**config.mk**
```make
export PLATFORM = sky130hd
export DESIGN_NAME = ccff_loader
export DESIGN_NICKNAME = d
export VERILOG_FILES = /design/src/rtl/ccff_loader.sv
export SDC_FILE = /design/constraint.sdc
export NUM_CORES = 1
export LEC_CHECK = 0
export ABC_AREA = 1
export CAP_MARGIN = 10
export CORE_UTILIZATION = 30
export DETAILED_ROUTE_END_ITERATION = 6
export PLACE_DENSITY_LB_ADDON = 0.05
export SYNTH_ARGS = -nofsm -noshare
export SYNTH_HDL_FRONTEND = slang
export SYNTH_SLANG_ARGS = --single-unit
export TNS_END_PERCENT = 20
```
**constraint.sdc**
```tcl
create_clock -name prog_clk -period 2.83 [get_ports prog_clk]
set_clock_uncertainty 0.15 [all_clocks]
set_input_delay 0.566 -clock prog_clk [delete_from_list [all_inputs] [get_ports prog_clk]]
set_output_delay 0.566 -clock prog_clk [all_outputs]
set_load 0.005 [all_outputs]
```
**src/rtl/ccff_loader.sv**
```systemverilog
// ccff_loader
//   Streams a configuration bitstream into a serial DFF chain (ccff).
//   Words are taken over a valid/ready handshake and shifted out MSB first,
//   one bit per cycle, on ccff_head while ccff_en opens the chain clock gate.
//   Exactly cfg_len bits reach the chain per load. Leftover bits of the last
//   word are dropped. Ones seen on ccff_tail during the load are counted.
//
// Ports
//   prog_clk      clock; every state update happens on its rising edge
//   prog_reset_n  asynchronous active-low reset
//   start         one-cycle load request, honoured only while idle
//   cfg_len       chain bits to shift, captured when start is accepted
//   word_data     bitstream word, MSB shifted first
//   word_valid    word_data is valid
//   word_ready    loader takes word_data this cycle
//   ccff_head     serial data into the first chain DFF
//   ccff_en       chain shift enable (drives the external clock gate)
//   ccff_tail     serial output of the last chain DFF
//   busy          high whenever a load is in progress
//   done          one-cycle pulse when a load completes
//   tail_ones     saturating count of 1s sampled on ccff_tail in the last load
module ccff_loader #(
  parameter int WORD_W = 32,
  parameter int LEN_W  = 20
) (
  input  logic              prog_clk,
  input  logic              prog_reset_n,
  input  logic              start,
  input  logic [LEN_W-1:0]  cfg_len,
  input  logic [WORD_W-1:0] word_data,
  input  logic              word_valid,
  output logic              word_ready,
  output logic              ccff_head,
  output logic              ccff_en,
  input  logic              ccff_tail,
  output logic              busy,
  output logic              done,
  output logic [LEN_W-1:0]  tail_ones
);

  localparam int POS_W = (WORD_W > 1) ? $clog2(WORD_W) : 1;

  localparam logic [1:0] S_IDLE   = 2'd0;
  localparam logic [1:0] S_FETCH  = 2'd1;
  localparam logic [1:0] S_SHIFT  = 2'd2;
  localparam logic [1:0] S_FINISH = 2'd3;

  logic [1:0]        state;
  logic [LEN_W-1:0]  len_q;
  logic [LEN_W-1:0]  bit_cnt;
  logic [LEN_W-1:0]  bit_cnt_nxt;
  logic [POS_W-1:0]  word_pos;
  logic [WORD_W-1:0] shift_reg;
  logic              last_bit;
  logic              word_last;

  // Saturating increment: the counter sticks at all-ones instead of wrapping.
  function automatic logic [LEN_W-1:0] sat_inc(input logic [LEN_W-1:0] v,
                                               input logic inc);
    if (inc && (v != {LEN_W{1'b1}}))
      sat_inc = v + 1'b1;
    else
      sat_inc = v;
  endfunction

  // bit_cnt only ever counts up to len_q, so with len_q = 2^LEN_W-1 the
  // match fires at the maximum value and bit_cnt never wraps.
  assign bit_cnt_nxt = bit_cnt + 1'b1;
  assign last_bit    = (bit_cnt_nxt == len_q);
  assign word_last   = (word_pos == POS_W'(WORD_W - 1));

  assign word_ready = (state == S_FETCH);
  assign ccff_en    = (state == S_SHIFT);
  assign ccff_head  = (state == S_SHIFT) ? shift_reg[WORD_W-1] : 1'b0;
  assign busy       = (state != S_IDLE);
  assign done       = (state == S_FINISH);

  always_ff @(posedge prog_clk or negedge prog_reset_n) begin
    if (!prog_reset_n) begin
      state     <= S_IDLE;
      len_q     <= '0;
      bit_cnt   <= '0;
      word_pos  <= '0;
      shift_reg <= '0;
      tail_ones <= '0;
    end else begin
      case (state)
        S_IDLE: begin
          if (start) begin
            len_q     <= cfg_len;
            bit_cnt   <= '0;
            tail_ones <= '0;
            state     <= (cfg_len == '0) ? S_FINISH : S_FETCH;
          end
        end
        // word_ready is high here, so word_valid alone completes the handshake.
        S_FETCH: begin
          if (word_valid) begin
            shift_reg <= word_data;
            word_pos  <= '0;
            state     <= S_SHIFT;
          end
        end
        S_SHIFT: begin
          shift_reg <= {shift_reg[WORD_W-2:0], 1'b0};
          bit_cnt   <= bit_cnt_nxt;
          word_pos  <= word_pos + 1'b1;
          tail_ones <= sat_inc(tail_ones, ccff_tail);
          // Reaching the length wins over running out of word bits.
          if (last_bit)
            state <= S_FINISH;
          else if (word_last)
            state <= S_FETCH;
        end
        default: begin
          state <= S_IDLE;
        end
      endcase
    end
  end

endmodule
```
==> results.sh, run 1 <==
export IMPL_status="finished clean"
export IMPL_largest_reg_flops=32
export IMPL_num_nets_final=857
export IMPL_finish_utilization=0.389
export IMPL_synth_top_cell_by_area="dfrtp_1"
export IMPL_synth_common_cells="nand2_1, inv_1, dfrtp_1"
export IMPL_avgSynthCellArea_um2=7.55
export IMPL_overflow=0
export IMPL_cts_tree="built"
export IMPL_worstPathRequired_ps=2110
export IMPL_crit_top_cell="inv_1"
export IMPL_crit_arrival_ps=1750
export IMPL_ir_drop_v=0.000367
export IMPL_grt_use_met1=0.219
export IMPL_fin_crit_sh=0.871
export IMPL_start_kind="register"
export IMPL_path_class="reg2out"
export IMPL_finalWirelength_mm=14.5
export IMPL_hold_slack_ps=25.6
export IMPL_relSlewSlack=0.586
export IMPL_routed_via_density=4.74
export IMPL_ys_seq_elements=99
export IMPL_fin_crit_ps=2470
export IMPL_cts_sinks=99
export IMPL_syn_nets=777
export IMPL_p_total_mw=5.27
export IMPL_grt_pass1_vias=4730
export IMPL_dpl_cell_area_um2=6510
export IMPL_powerDensity_nw_per_um2=775
export IMPL_yosys_warnings=0
export IMPL_tightest_slew_ps=621
export IMPL_num_antenna_cells=0
export IMPL_postCtsSetupBuffers=0
export IMPL_tns_ps=0
export IMPL_yosys_most_used_dff="dfrtp_1"
export IMPL_cp_slowest_stage_delay_ps=520
export IMPL_vias=4863
export IMPL_clk_latency_ps=350
export IMPL_io_pins=82
export IMPL_gp_congestion=0.842
export IMPL_seq_area_frac_synth=0.458
export IMPL_leakagePower_nw=3.03
export IMPL_yosysMostFrequentCell="nand2_1"
export IMPL_grt_pass1_wl_mm=23.8
export IMPL_synth_edf_count=0
export IMPL_postSynth_asyncResetShare=1.00
export IMPL_synth_top_area_share=0.458
export IMPL_cts_root_buf="clkbuf_16"
export IMPL_path_max_fanout=5
export IMPL_numCtsBuffers=9
export IMPL_worstPathCellList="inv_1, nor2_4, inv_1, nor2_1, clkdlybuf4s50_1"
export IMPL_core_um2=17500
export IMPL_fmax_ghz=0.405
export IMPL_fp_dieH_um=136
export IMPL_cts_buffer_depth=2
export IMPL_gr_usage_met3=0.0485
export IMPL_grt_setup_unrepaired="false"
export IMPL_drc=0
export IMPL_die_x_um=136
export IMPL_drv_slew=0
export IMPL_drt_iter0_drc=224
export IMPL_grtUsageTotal=0.167
export IMPL_hpwl_mm=10.6
export IMPL_antenna_found_initial=0
export IMPL_cts_max_level=3
export IMPL_drt_wirelength_per_cell_um=14.2
export IMPL_die_area_um2=18600
export IMPL_top_usage_layer="met2"
export IMPL_row_count=48
export IMPL_antenna_left=0
export IMPL_reg2reg_slack_ps=480
export IMPL_finalHoldViolCount=0
export IMPL_start_util=0.309
export IMPL_drtPass1Iterations=5
export IMPL_clkTransAtPathRegs_ps=70
export IMPL_yosysUniqueCellTypes=37
export IMPL_end_kind="output port"
export IMPL_min_path_type="in2async"
export IMPL_setup_violations=0
export IMPL_synth_cells=716
export IMPL_syn_area_um2=5410
export IMPL_cts_resized=0
export IMPL_crit_start="state[1]$_DFFE_PN0P_"
export IMPL_syn2layout_area_growth_pct=25.7
export IMPL_drv_cap=0
export IMPL_r2r_start="bit_cnt[0]$_DFFE_PN0P_"
export IMPL_rr_endpoint="state[1]$_DFFE_PN0P_"
export IMPL_final_cells=1026
export IMPL_grtUsageMet2=0.262
export IMPL_drive_above_1_share=0.0749
export IMPL_slowest_stage="clkdlybuf4s50_1"
export IMPL_placedCellCount=1010
export IMPL_ff2ff_path_depth=15
export IMPL_ys_top_cells_by_area="dfrtp_1, nand2_1, inv_1"
export IMPL_portBuffers=81
export IMPL_timing_final_ws_setup_ps=364
export IMPL_cts_hold_buf=0
export IMPL_stdcell_area_um2=6790
export IMPL_grt_max_degree=67
export IMPL_pre_cts_ws_ps=351
## final cells by class
class | count | area [um2]
Multi-Input combinational cell | 484 | 2430
Clock inverter | 7 | 57.6
Sequential cell | 99 | 2480
Clock buffer | 9 | 225
Timing Repair Buffer | 93 | 911
Tap cell | 225 | 282
Fill cell | 1792 | 10700
Inverter | 109 | 409
## worst max path at each step
stage | end | slack, ps | cells after the start
finish | ccff_head | 360 | 5
detailed placement | tail_ones[19]$_DFFE_PN0P_ | 350 | 13
CTS | ccff_head | 320 | 5
global placement | tail_ones[19]$_DFFE_PN0P_ | 390 | 13
floorplan | tail_ones[19]$_DFFE_PN0P_ | 850 | 16
global route | state[1]$_DFFE_PN0P_ | 220 | 15
## cell families (layout without fill, tap and decap cells)
logic type / count (synthesis) / in the layout / share of synthesized area
buf+inv: 133 / 218 / 0.0933
simple gates: 337 / 337 / 0.277
flops: 99 / 99 / 0.458
fa+ha+maj: 4 / 4 / 0.00926
compound gates: 137 / 137 / 0.151
xor+xnor: 6 / 6 / 0.0111
## worst max-delay path, delay by kind of cell (launching register included)
kind	cells	cell delay, ps
buffers and inverters	3	720
flip-flops	1	400
AND/OR/NAND/NOR	2	280
## report_power, final
| group | leakage, nW | total [mW] | internal, mW | switching, mW |
|---|---|---|---|---|
| combinational | 1.60 | 1.96 | 0.726 | 1.23 |
| sequential | 1.29 | 2.10 | 1.86 | 0.242 |
| clock | 0.135 | 1.21 | 0.612 | 0.598 |
| total | 3.03 | 5.27 | 3.19 | 2.07 |
## routing by layer
layer	part of all wire	wire [um]
met4	0.021	310
met2	0.44	6460
met5	0	0
met3	0.049	720
met1	0.48	7050
## layout by cell type, fill, tap and decap left out, types with 12 or more instances in the layout
cell type	count
nor2_1	50
a21oi_1	15
o22ai_1	14
dfrtp_1	99
o21ai_0	63
buf_4	12
inv_1	100
nand3_1	47
nand2_1	193
clkdlybuf4s50_1	80
o211ai_1	31
No activity file was read; power rests on OpenSTA's default activity.
==> inputs of run 2 (changes only) <==
- HOLD_SLACK_MARGIN: not set -> 0.1
- TNS_END_PERCENT: 20 -> not set
==> results.sh, run 2 (synthesis results as in run 1) <==
export IMPL_grt_max_degree=67
export IMPL_rr_endpoint="state[1]$_DFFE_PN0P_"
export IMPL_fin_crit_ps=2470
export IMPL_path_class="reg2out"
export IMPL_grt_use_met1=0.219
export IMPL_powerDensity_nw_per_um2=773
export IMPL_finalHoldViolCount=0
export IMPL_min_path_cells=2
export IMPL_drv_cap=0
export IMPL_final_cells=1027
export IMPL_grtUsageMet2=0.262
export IMPL_drtPass1Iterations=5
export IMPL_numCtsBuffers=9
export IMPL_cts_max_level=3
export IMPL_drive_above_1_share=0.0748
export IMPL_final_common_cell="nand2_1"
export IMPL_syn2layout_area_growth_pct=25.9
export IMPL_core_um2=17500
export IMPL_grt_pass1_wl_mm=23.8
export IMPL_finalWirelength_mm=14.5
export IMPL_num_antenna_cells=0
export IMPL_antenna_left=0
export IMPL_ir_drop_v=0.000365
export IMPL_slowest_stage="clkdlybuf4s50_1"
export IMPL_start_util=0.309
export IMPL_largest_reg_flops=32
export IMPL_end_kind="output port"
export IMPL_vias=4854
export IMPL_start_kind="register"
export IMPL_antenna_found_initial=0
export IMPL_tns_ps=0
export IMPL_reg2reg_slack_ps=470
export IMPL_placedCellCount=1010
export IMPL_gr_usage_met3=0.0481
export IMPL_p_total_mw=5.26
export IMPL_drc=0
export IMPL_gp_congestion=0.842
export IMPL_tightest_slew_ps=609
export IMPL_top_usage_layer="met2"
export IMPL_cp_slowest_stage_delay_ps=520
export IMPL_critical_path_top_delay_family="buffers and inverters"
export IMPL_drv_slew=0
export IMPL_cts_resized=0
export IMPL_min_path_type="reg2reg"
export IMPL_grt_setup_unrepaired="false"
export IMPL_overflow=0
export IMPL_r2r_start="bit_cnt[0]$_DFFE_PN0P_"
export IMPL_num_nets_final=858
export IMPL_cts_sinks=99
export IMPL_die_area_um2=18600
export IMPL_cp_buffers_inverters=3
export IMPL_relSlewSlack=0.594
export IMPL_drt_wirelength_per_cell_um=14.1
export IMPL_path_max_fanout=5
export IMPL_stdcell_area_um2=6800
export IMPL_cts_buffer_depth=2
export IMPL_ff2ff_path_depth=15
export IMPL_layout_common_cells="nand2_1, inv_1, dfrtp_1"
export IMPL_hold_start="len_q[11]$_DFFE_PN0P_"
export IMPL_row_count=48
export IMPL_status="finished clean"
export IMPL_io_pins=82
export IMPL_clkTransAtPathRegs_ps=70
export IMPL_cts_root_buf="clkbuf_16"
export IMPL_grtUsageTotal=0.167
export IMPL_setup_violations=0
export IMPL_crit_arrival_ps=1750
export IMPL_die_x_um=136
export IMPL_fill_cells=1793
export IMPL_fp_dieH_um=136
export IMPL_min_to="len_q[11]$_DFFE_PN0P_"
export IMPL_dpl_cell_area_um2=6510
export IMPL_fin_crit_sh=0.872
export IMPL_crit_top_cell="inv_1"
export IMPL_grt_pass1_vias=4730
export IMPL_routed_via_density=4.73
export IMPL_drt_iter0_drc=235
export IMPL_clk_latency_ps=350
export IMPL_hpwl_mm=10.6
export IMPL_worstPathRequired_ps=2110
export IMPL_leakagePower_nw=3.03
export IMPL_worstPathCellList="inv_1, nor2_4, inv_1, nor2_1, clkdlybuf4s50_1"
export IMPL_portBuffers=81
export IMPL_cts_tree="built"
export IMPL_fmax_ghz=0.405
run 2: changes by cell type in the layout (fill, tap and decap cells not counted):
cell,before,now
dlygate4sd3_1,0,1
run 2: how the worst max path moves through the flow:
stage                                        start                         to  depth (start not counted)
after detailed placement                     start  tail_ones[19]$_DFFE_PN0P_                         13
after global routing        bit_cnt[0]$_DFFE_PN0P_       state[1]$_DFFE_PN0P_                         15
final                         state[1]$_DFFE_PN0P_                  ccff_head                          5
after floorplan           tail_ones[0]$_DFFE_PN0P_  tail_ones[19]$_DFFE_PN0P_                         16
after CTS                     state[1]$_DFFE_PN0P_                  ccff_head                          5
after global placement                       start  tail_ones[19]$_DFFE_PN0P_                         13
run 2: report_power, final:
part | total (mW) | switching [mW] | internal (mW)
sequential | 2.10 | 0.241 | 1.86
combinational | 1.96 | 1.23 | 0.727
clock | 1.21 | 0.597 | 0.612
run 2: cell type report:
type                    instances  area (um2)  area share
well taps                     225         282      0.0414
flip-flops and latches         99        2480       0.364
clock inverters                 7        57.6     0.00846
repair buffers                 94         921       0.135
multi-input cells             484        2430       0.357
clock buffers                   9         225      0.0331
inverters                     109         409      0.0601
run 2: worst min-delay path: stages (launching register included):
cell	delay [ps]
dfrtp_1	360
nand2_1	60
nand2_1	50
run 2: repair_timing:
item                                   in CTS  in global routing
endpoints found under the hold margin      31                  0
hold buffers                                1                  0
buffers inserted                            0                  0
run 2: per-stage QoR:
step                      utilization  setup slack, ps  hold slack [ps]
after floorplan                     -              845              120
after global placement          0.373              390              336
after detailed placement        0.373              351              335
after CTS                       0.389              315              352
after global routing            0.389              224              387
final                           0.389              364              346
run 2: layer usage:
layer / share of wire / routed length, um
met2: 0.45 / 6500
met4: 0.021 / 308
met3: 0.049 / 711
met5: 0 / 0
met1: 0.48 / 6990
